$ cat src/rtl/multi_alarm_cont.sv
// Purpose: N-channel alarm controller. Matches stored alarm times on each second tick, queues the hits
//          and rings one channel at a time, with snooze, ring auto-stop timeout and a piezo beep gate.
// Latency: a hit on a SEC_TICK cycle rings from the next cycle; writes take effect on the next cycle.
// Backpressure: none. Coincident hits are held in a pending mask until the ring slot is free.
// Ports: CLK/RESETN (sync, active-high reset); CUR_TIME/SEC_TICK from the time base;
//        WR_* alarm programming with WR_ERR reject pulse; STOP/SNOOZE key pulses;
//        RD_IDX -> RD_TIME/RD_ON combinational read-back; RINGING/RING_IDX/SNZ_ACTIVE/PIEZO_EN status.
module multi_alarm_cont #(
  parameter int NUM_ALARMS = 4,
  parameter int IDX_W      = 2,
  parameter int SNOOZE_MIN = 5,
  parameter int RING_SECS  = 60
) (
  input  logic             CLK,
  input  logic             RESETN,
  input  logic [16:0]      CUR_TIME,
  input  logic             SEC_TICK,
  input  logic             WR_EN,
  input  logic [IDX_W-1:0] WR_IDX,
  input  logic [16:0]      WR_TIME,
  input  logic             WR_ON,
  input  logic             STOP,
  input  logic             SNOOZE,
  input  logic [IDX_W-1:0] RD_IDX,
  output logic [16:0]      RD_TIME,
  output logic             RD_ON,
  output logic             WR_ERR,
  output logic             RINGING,
  output logic [IDX_W-1:0] RING_IDX,
  output logic             SNZ_ACTIVE,
  output logic             PIEZO_EN
);

  typedef struct packed {
    logic [4:0] hour;
    logic [5:0] min;
    logic [5:0] sec;
  } hms_t;

  typedef enum logic {ST_IDLE, ST_RING} state_t;

  hms_t                  alarm_time [NUM_ALARMS];
  logic [NUM_ALARMS-1:0] en;
  logic [NUM_ALARMS-1:0] pend, pend_n;
  logic                  snz_valid, snz_valid_n;
  hms_t                  snz_time, snz_time_n;
  logic [IDX_W-1:0]      snz_idx, snz_idx_n;
  state_t                state, state_n;
  logic [IDX_W-1:0]      ring_idx, ring_idx_n;
  logic [7:0]            rc, rc_n;
  logic                  gate, gate_n;
  logic                  wr_err, wr_err_n;

  hms_t                  cur, wr_t, snz_calc;
  logic [NUM_ALARMS-1:0] hit, pend_all;
  logic [IDX_W-1:0]      first_idx;
  logic                  wr_ok;
  logic [6:0]            min_sum;

  assign cur  = hms_t'(CUR_TIME);
  assign wr_t = hms_t'(WR_TIME);

  assign wr_ok = WR_EN && (int'(WR_IDX) < NUM_ALARMS) &&
                 (wr_t.hour <= 5'd23) && (wr_t.min <= 6'd59) && (wr_t.sec <= 6'd59);

  // Snooze target: current time plus SNOOZE_MIN minutes, seconds kept, wrapping at midnight.
  always_comb begin
    snz_calc = cur;
    min_sum  = {1'b0, cur.min} + 7'(SNOOZE_MIN);
    if (min_sum >= 7'd60) begin
      snz_calc.min  = 6'(min_sum - 7'd60);
      snz_calc.hour = (cur.hour >= 5'd23) ? 5'd0 : cur.hour + 5'd1;
    end else begin
      snz_calc.min = min_sum[5:0];
    end
  end

  // Hits are evaluated against the pre-write alarm table.
  always_comb begin
    hit         = '0;
    snz_valid_n = snz_valid;
    snz_time_n  = snz_time;
    snz_idx_n   = snz_idx;
    if (SEC_TICK) begin
      for (int i = 0; i < NUM_ALARMS; i++) begin
        hit[i] = en[i] && (alarm_time[i] == cur);
      end
      // A due snooze rings its channel even if that channel is disabled.
      if (snz_valid && (snz_time == cur)) begin
        hit[snz_idx] = 1'b1;
        snz_valid_n  = 1'b0;
      end
    end
    pend_all = pend | hit;

    first_idx = '0;
    for (int i = NUM_ALARMS - 1; i >= 0; i--) begin
      if (pend_all[i]) first_idx = IDX_W'(i);
    end

    state_n    = state;
    ring_idx_n = ring_idx;
    rc_n       = rc;
    gate_n     = gate;
    pend_n     = pend_all;

    case (state)
      ST_IDLE: begin
        if (|pend_all) begin
          state_n           = ST_RING;
          ring_idx_n        = first_idx;
          pend_n[first_idx] = 1'b0;
          rc_n              = 8'd0;
          gate_n            = 1'b1;
        end
      end
      ST_RING: begin
        if (STOP) begin
          state_n = ST_IDLE;
        end else if (SNOOZE) begin
          snz_time_n  = snz_calc;
          snz_idx_n   = ring_idx;
          snz_valid_n = 1'b1;
          state_n     = ST_IDLE;
        end else if (SEC_TICK) begin
          rc_n   = rc + 8'd1;
          gate_n = ~gate;
          if (rc_n == 8'(RING_SECS)) state_n = ST_IDLE;
        end
      end
      default: state_n = ST_IDLE;
    endcase

    // Disabling a channel drops its queued hit and any snooze aimed at it, but not a live ring.
    if (wr_ok && !WR_ON) begin
      pend_n[WR_IDX] = 1'b0;
      if (snz_idx_n == WR_IDX) snz_valid_n = 1'b0;
    end

    wr_err_n = WR_EN && !wr_ok;
  end

  always_ff @(posedge CLK) begin
    if (RESETN) begin
      for (int i = 0; i < NUM_ALARMS; i++) alarm_time[i] <= '0;
      en        <= '0;
      pend      <= '0;
      snz_valid <= 1'b0;
      snz_time  <= '0;
      snz_idx   <= '0;
      state     <= ST_IDLE;
      ring_idx  <= '0;
      rc        <= 8'd0;
      gate      <= 1'b0;
      wr_err    <= 1'b0;
    end else begin
      if (wr_ok) begin
        alarm_time[WR_IDX] <= wr_t;
        en[WR_IDX]         <= WR_ON;
      end
      pend      <= pend_n;
      snz_valid <= snz_valid_n;
      snz_time  <= snz_time_n;
      snz_idx   <= snz_idx_n;
      state     <= state_n;
      ring_idx  <= ring_idx_n;
      rc        <= rc_n;
      gate      <= gate_n;
      wr_err    <= wr_err_n;
    end
  end

  assign RD_TIME    = (int'(RD_IDX) < NUM_ALARMS) ? alarm_time[RD_IDX] : '0;
  assign RD_ON      = (int'(RD_IDX) < NUM_ALARMS) ? en[RD_IDX] : 1'b0;
  assign WR_ERR     = wr_err;
  assign RINGING    = (state == ST_RING);
  assign RING_IDX   = ring_idx;
  assign SNZ_ACTIVE = snz_valid;
  assign PIEZO_EN   = RINGING & gate;

endmodule

$ cat config.mk
export PLATFORM = sky130hd
export DESIGN_NAME = multi_alarm_cont
export DESIGN_NICKNAME = d
export VERILOG_FILES = /design/src/rtl/multi_alarm_cont.sv
export SDC_FILE = /design/constraint.sdc
export NUM_CORES = 1
export LEC_CHECK = 0
export ABC_CLOCK_PERIOD_IN_PS = 3850
export CAP_MARGIN = 10
export CORE_MARGIN = 2
export CORE_UTILIZATION = 30
export CTS_BUF_LIST = sky130_fd_sc_hd__clkbuf_2
export DETAILED_ROUTE_END_ITERATION = 6
export GPL_ROUTABILITY_DRIVEN = 0
export PLACE_DENSITY = 0.56
export SYNTH_ARGS = -nofsm -noshare
export SYNTH_HDL_FRONTEND = slang
export SYNTH_SLANG_ARGS = --single-unit
$ cat constraint.sdc
create_clock -name CLK -period 3.85 [get_ports CLK]
set_input_delay 0.9625 -clock CLK [delete_from_list [all_inputs] [get_ports CLK]]
set_output_delay 0.9625 -clock CLK [all_outputs]
set_load 0.01 [all_outputs]
==> insert_results.sql <==
INSERT INTO impl_metrics (metric_group, metric, value, unit) VALUES
('yosys', 'synth.ff_latch_count', '109', ''),
('place', 'post-dp-hpwl', '13.5', 'mm'),
('critical_path', 'critical_path_cell_count', '4', ''),
('clock_tree', 'cts.repair_timing.setup_buffer_count', '0', ''),
('yosys', 'avgSynthCellArea', '10.9', 'um2'),
('die', 'chipHeight', '147', 'um'),
('grt', 'antenna_found_initial', '1', ''),
('critical_path', 'timing.critical_path.required', '2.89', 'ns'),
('timing', 'maxSlewViolCount', '0', ''),
('critical_path', 'critical-path-top-cell-by-count', 'clkdlybuf4s50_1', ''),
('clock_tree', 'cts-hold-fix-buffers', '0', ''),
('min_path', 'worstHoldStart', 'snz_time[4]', ''),
('critical_path', 'timing.reg2reg.worst_path_depth', '7', ''),
('timing', 'relSlewSlack', '27.7', '%'),
('grt', 'grt_max_degree', '43', ''),
('clock_tree', 'cts.htree.levels', '3', ''),
('critical_path', 'critPathSlowestCell', 'clkdlybuf4s50_1', ''),
('clock_tree', 'cts.clk_slew.worst_paths', '0.30', 'ns'),
('yosys', 'netlist_cell_types', '55', ''),
('clock_tree', 'cts_inserted_buffers', '9', ''),
('timing', 'worstMarginPinSlew', '1.08', 'ns'),
('power', 'post-layout-total-power', '0.00247', 'W'),
('place', 'post_dp_cell_area', '0.00710', 'mm2'),
('timing', 'final_period_minus_worst_setup_slack', '3.72', 'ns'),
('die', 'die_w', '147', 'um'),
('routing', 'detail_route.drc_violations', '0', ''),
('routing', 'dr.first_iter.drc_count', '494', ''),
('die', 'die_ar', '0.0216', 'mm2'),
('critical_path', 'biggest_cell_delay_along_the_critical_path', '0.65', 'ns'),
('routing', 'drt-vias-per-instance', '5.04', ''),
('die', 'core_footprint', '0.0202', 'mm2'),
('grt', 'grt_pass1_wl', '27.9', 'mm'),
('power', 'max-vdd-ir-drop', '0.137', 'mV'),
('power', 'sw_frac_of_total', '26.9', '%'),
('timing', 'fin_worst_skew', '0.0278', 'ns'),
('critical_path', 'critical-path-top-delay-family', 'buffers and inverters', ''),
('place', 'io_buffer_count', '68', ''),
('timing', 'timing.final.crit_share', '96.7', '%'),
('critical_path', 'timing.critical_path.cells', 'clkdlybuf4s50_1 -> buf_4 -> mux4_2 -> clkdlybuf4s50_1', ''),
('finish', 'fillCellCount', '2054', ''),
('timing', 'achievable-frequency', '269', 'MHz'),
('critical_path', 'classification_of_the_worst_setup_path', 'in -> out', ''),
('finish', 'design.final.nets', '675', ''),
('timing', 'hold_viol', '0', ''),
('critical_path', 'worst-path-max-fanout', '8', ''),
('clock_tree', 'tritoncts', 'yes', ''),
('power', 'cellLeakagePower', '2.48', 'nW'),
('grt', 'grt.total_usage', '17.1', '%'),
('power', 'pwr-share-clk', '27.1', '%'),
('power', 'p_sw', '0.000664', 'W'),
('routing', 'routed-via-count', '4529', ''),
('power', 'p_seq_share', '54.8', '%'),
('timing', 'finalSetupViolations', '0', ''),
('power', 'power.density_cell_area', '340', 'mW/mm2'),
('finish', 'finish.instance_area', '0.00725', 'mm2'),
('min_path', 'holdCritPathClass', 'reg -> reg', ''),
('critical_path', 'critPathArrivalTime', '2.76', 'ns'),
('yosys', 'synth_async_sr_flop_share', '0', '%'),
('critical_path', 'crit_path_start', 'RD_IDX[1]', ''),
('yosys', 'synth-edff-count', '68', ''),
('power', 'cellInternalPower', '0.00180', 'W'),
('status', 'run_status', 'finished, final reports clean', ''),
('clock_tree', 'clock_tree.buffer_depth', '2', ''),
('grt', 'grt_pass1_vias', '4684', ''),
('clock_tree', 'clock_sink_count', '109', ''),
('power', 'power.combinational.fraction', '18.2', '%'),
('yosys', 'synth_warnings', '0', ''),
('critical_path', 'crit_path_launch_type', 'primary input', ''),
('min_path', 'worstHoldPathCells', '2', ''),
('critical_path', 'end_kind', 'primary output', ''),
('yosys', 'most_used_dff_post_synth', 'edfxtp_1', '');
==> per-stage QoR <==
stage	hold slack, ns	utilization [%]	std cells	worst slack [ns]
2_1_floorplan	0.438	-	564	0.544
3_3_place_gp	0.452	35.2	883	0.109
3_5_place_dp	0.457	35.2	883	0.115
4_1_cts	0.485	35.9	898	0.114
5_1_grt	0.516	36.0	899	0.0839
6_report	0.486	36.0	899	0.128
==> flip-flops by register name, summed over array words and instances, names as in the netlist, 2 cells and up <==
| name | cells |
|---|---|
| RING_IDX | 2 |
| alarm_time | 68 |
| en | 4 |
| pend | 4 |
| rc | 8 |
| snz_idx | 2 |
| snz_time | 17 |
==> synthesized netlist by cell type, types with 5 or more instances <==
| cell | count | area [um2] |
|---|---|---|
| nand3_1 | 13 | 65.1 |
| mux4_2 | 18 | 405 |
| nand2b_1 | 6 | 37.5 |
| xor2_1 | 8 | 70.1 |
| and2_1 | 44 | 275 |
| buf_2 | 6 | 30.0 |
| nand4_1 | 22 | 138 |
| nand2_1 | 34 | 128 |
| nor2_1 | 39 | 146 |
| dfxtp_1 | 41 | 821 |
| edfxtp_1 | 68 | 2040 |
| nand3b_1 | 5 | 37.5 |
| nor3_1 | 9 | 45.0 |
| nor3b_1 | 5 | 37.5 |
| xnor2_1 | 90 | 788 |
| inv_1 | 10 | 37.5 |
| a21oi_1 | 21 | 105 |
| buf_6 | 9 | 101 |
| and3_1 | 21 | 131 |
| ha_1 | 6 | 75.1 |
| clkbuf_1 | 18 | 67.6 |
| o21ai_1 | 6 | 30.0 |
==> cell families after synthesis <==
family	synth area share, %
buf+inv	4.52
mux	7.09
flops	46.6
xor+xnor	14.0
compound gates	7.68
fa+ha+maj	1.22
simple gates	18.9
==> worst paths after layout <==
check                              endpoint  slack [ns]
worst max-delay path            RD_TIME[14]        0.13
worst min-delay path            snz_time[4]        0.49
worst max register to register        rc[5]        1.44
worst min register to register  snz_time[4]        0.49
==> final cells by class <==
class / instances / area share, %
inverter: 10 / 0.518
clock buffer: 10 / 0.690
antenna: 1 / 0.0345
sequential: 109 / 39.5
tap: 270 / 4.66
multi-input combinational: 405 / 41.3
clock inverter: 5 / 1.38
timing repair buffer: 89 / 11.9
==> cells in the final DEF, fill, tap and decap left out, types with 3 or more instances in the layout <==
cell type / count
nor3_2: 4
a211o_1: 3
xor2_1: 8
dfxtp_1: 41
bufinv_16: 3
nor3_1: 9
and2_1: 44
nand3_1: 13
nand3b_1: 5
a311oi_1: 4
a21oi_1: 21
a31oi_1: 4
nor2b_1: 4
nor2_1: 39
buf_4: 19
mux4_2: 18
nand2_1: 34
inv_1: 10
a22o_1: 4
o21ai_1: 6
and3_1: 21
nor3b_1: 5
xnor2_1: 90
clkbuf_2: 10
edfxtp_1: 68
ha_1: 6
nand4_1: 22
clkdlybuf4s50_1: 68
nand2b_1: 6
mux2i_1: 3
==> power groups by stage <==
stage               clock network (W)  logic, W  registers [W]
floorplan                           0  0.000261        0.00136
global placement                    0  0.000444        0.00137
detailed placement                  0  0.000446        0.00138
CTS                          0.000682  0.000450        0.00135
global route                 0.000730  0.000477        0.00136
finish                       0.000668  0.000448        0.00135
==> tightest hold or removal path: stages (launching register included) <==
cell,delay (ns)
dfxtp_1,0.39
nand2_1,0.05
a21oi_1,0.05
==> routing by layer <==
metal | routed length (um) | GRT usage, % | vias to the layer above | part of all wire, %
met4 | 422 | 6.30 | 0 | 2.3
met1 | 8070 | 22.8 | 2227 | 45
li1 | - | - | 2127 | -
met2 | 8630 | 28.5 | 152 | 48
met5 | 0 | 0 | - | 0
met3 | 892 | 2.45 | 23 | 5.0
(Power assumes the default switching activity.)
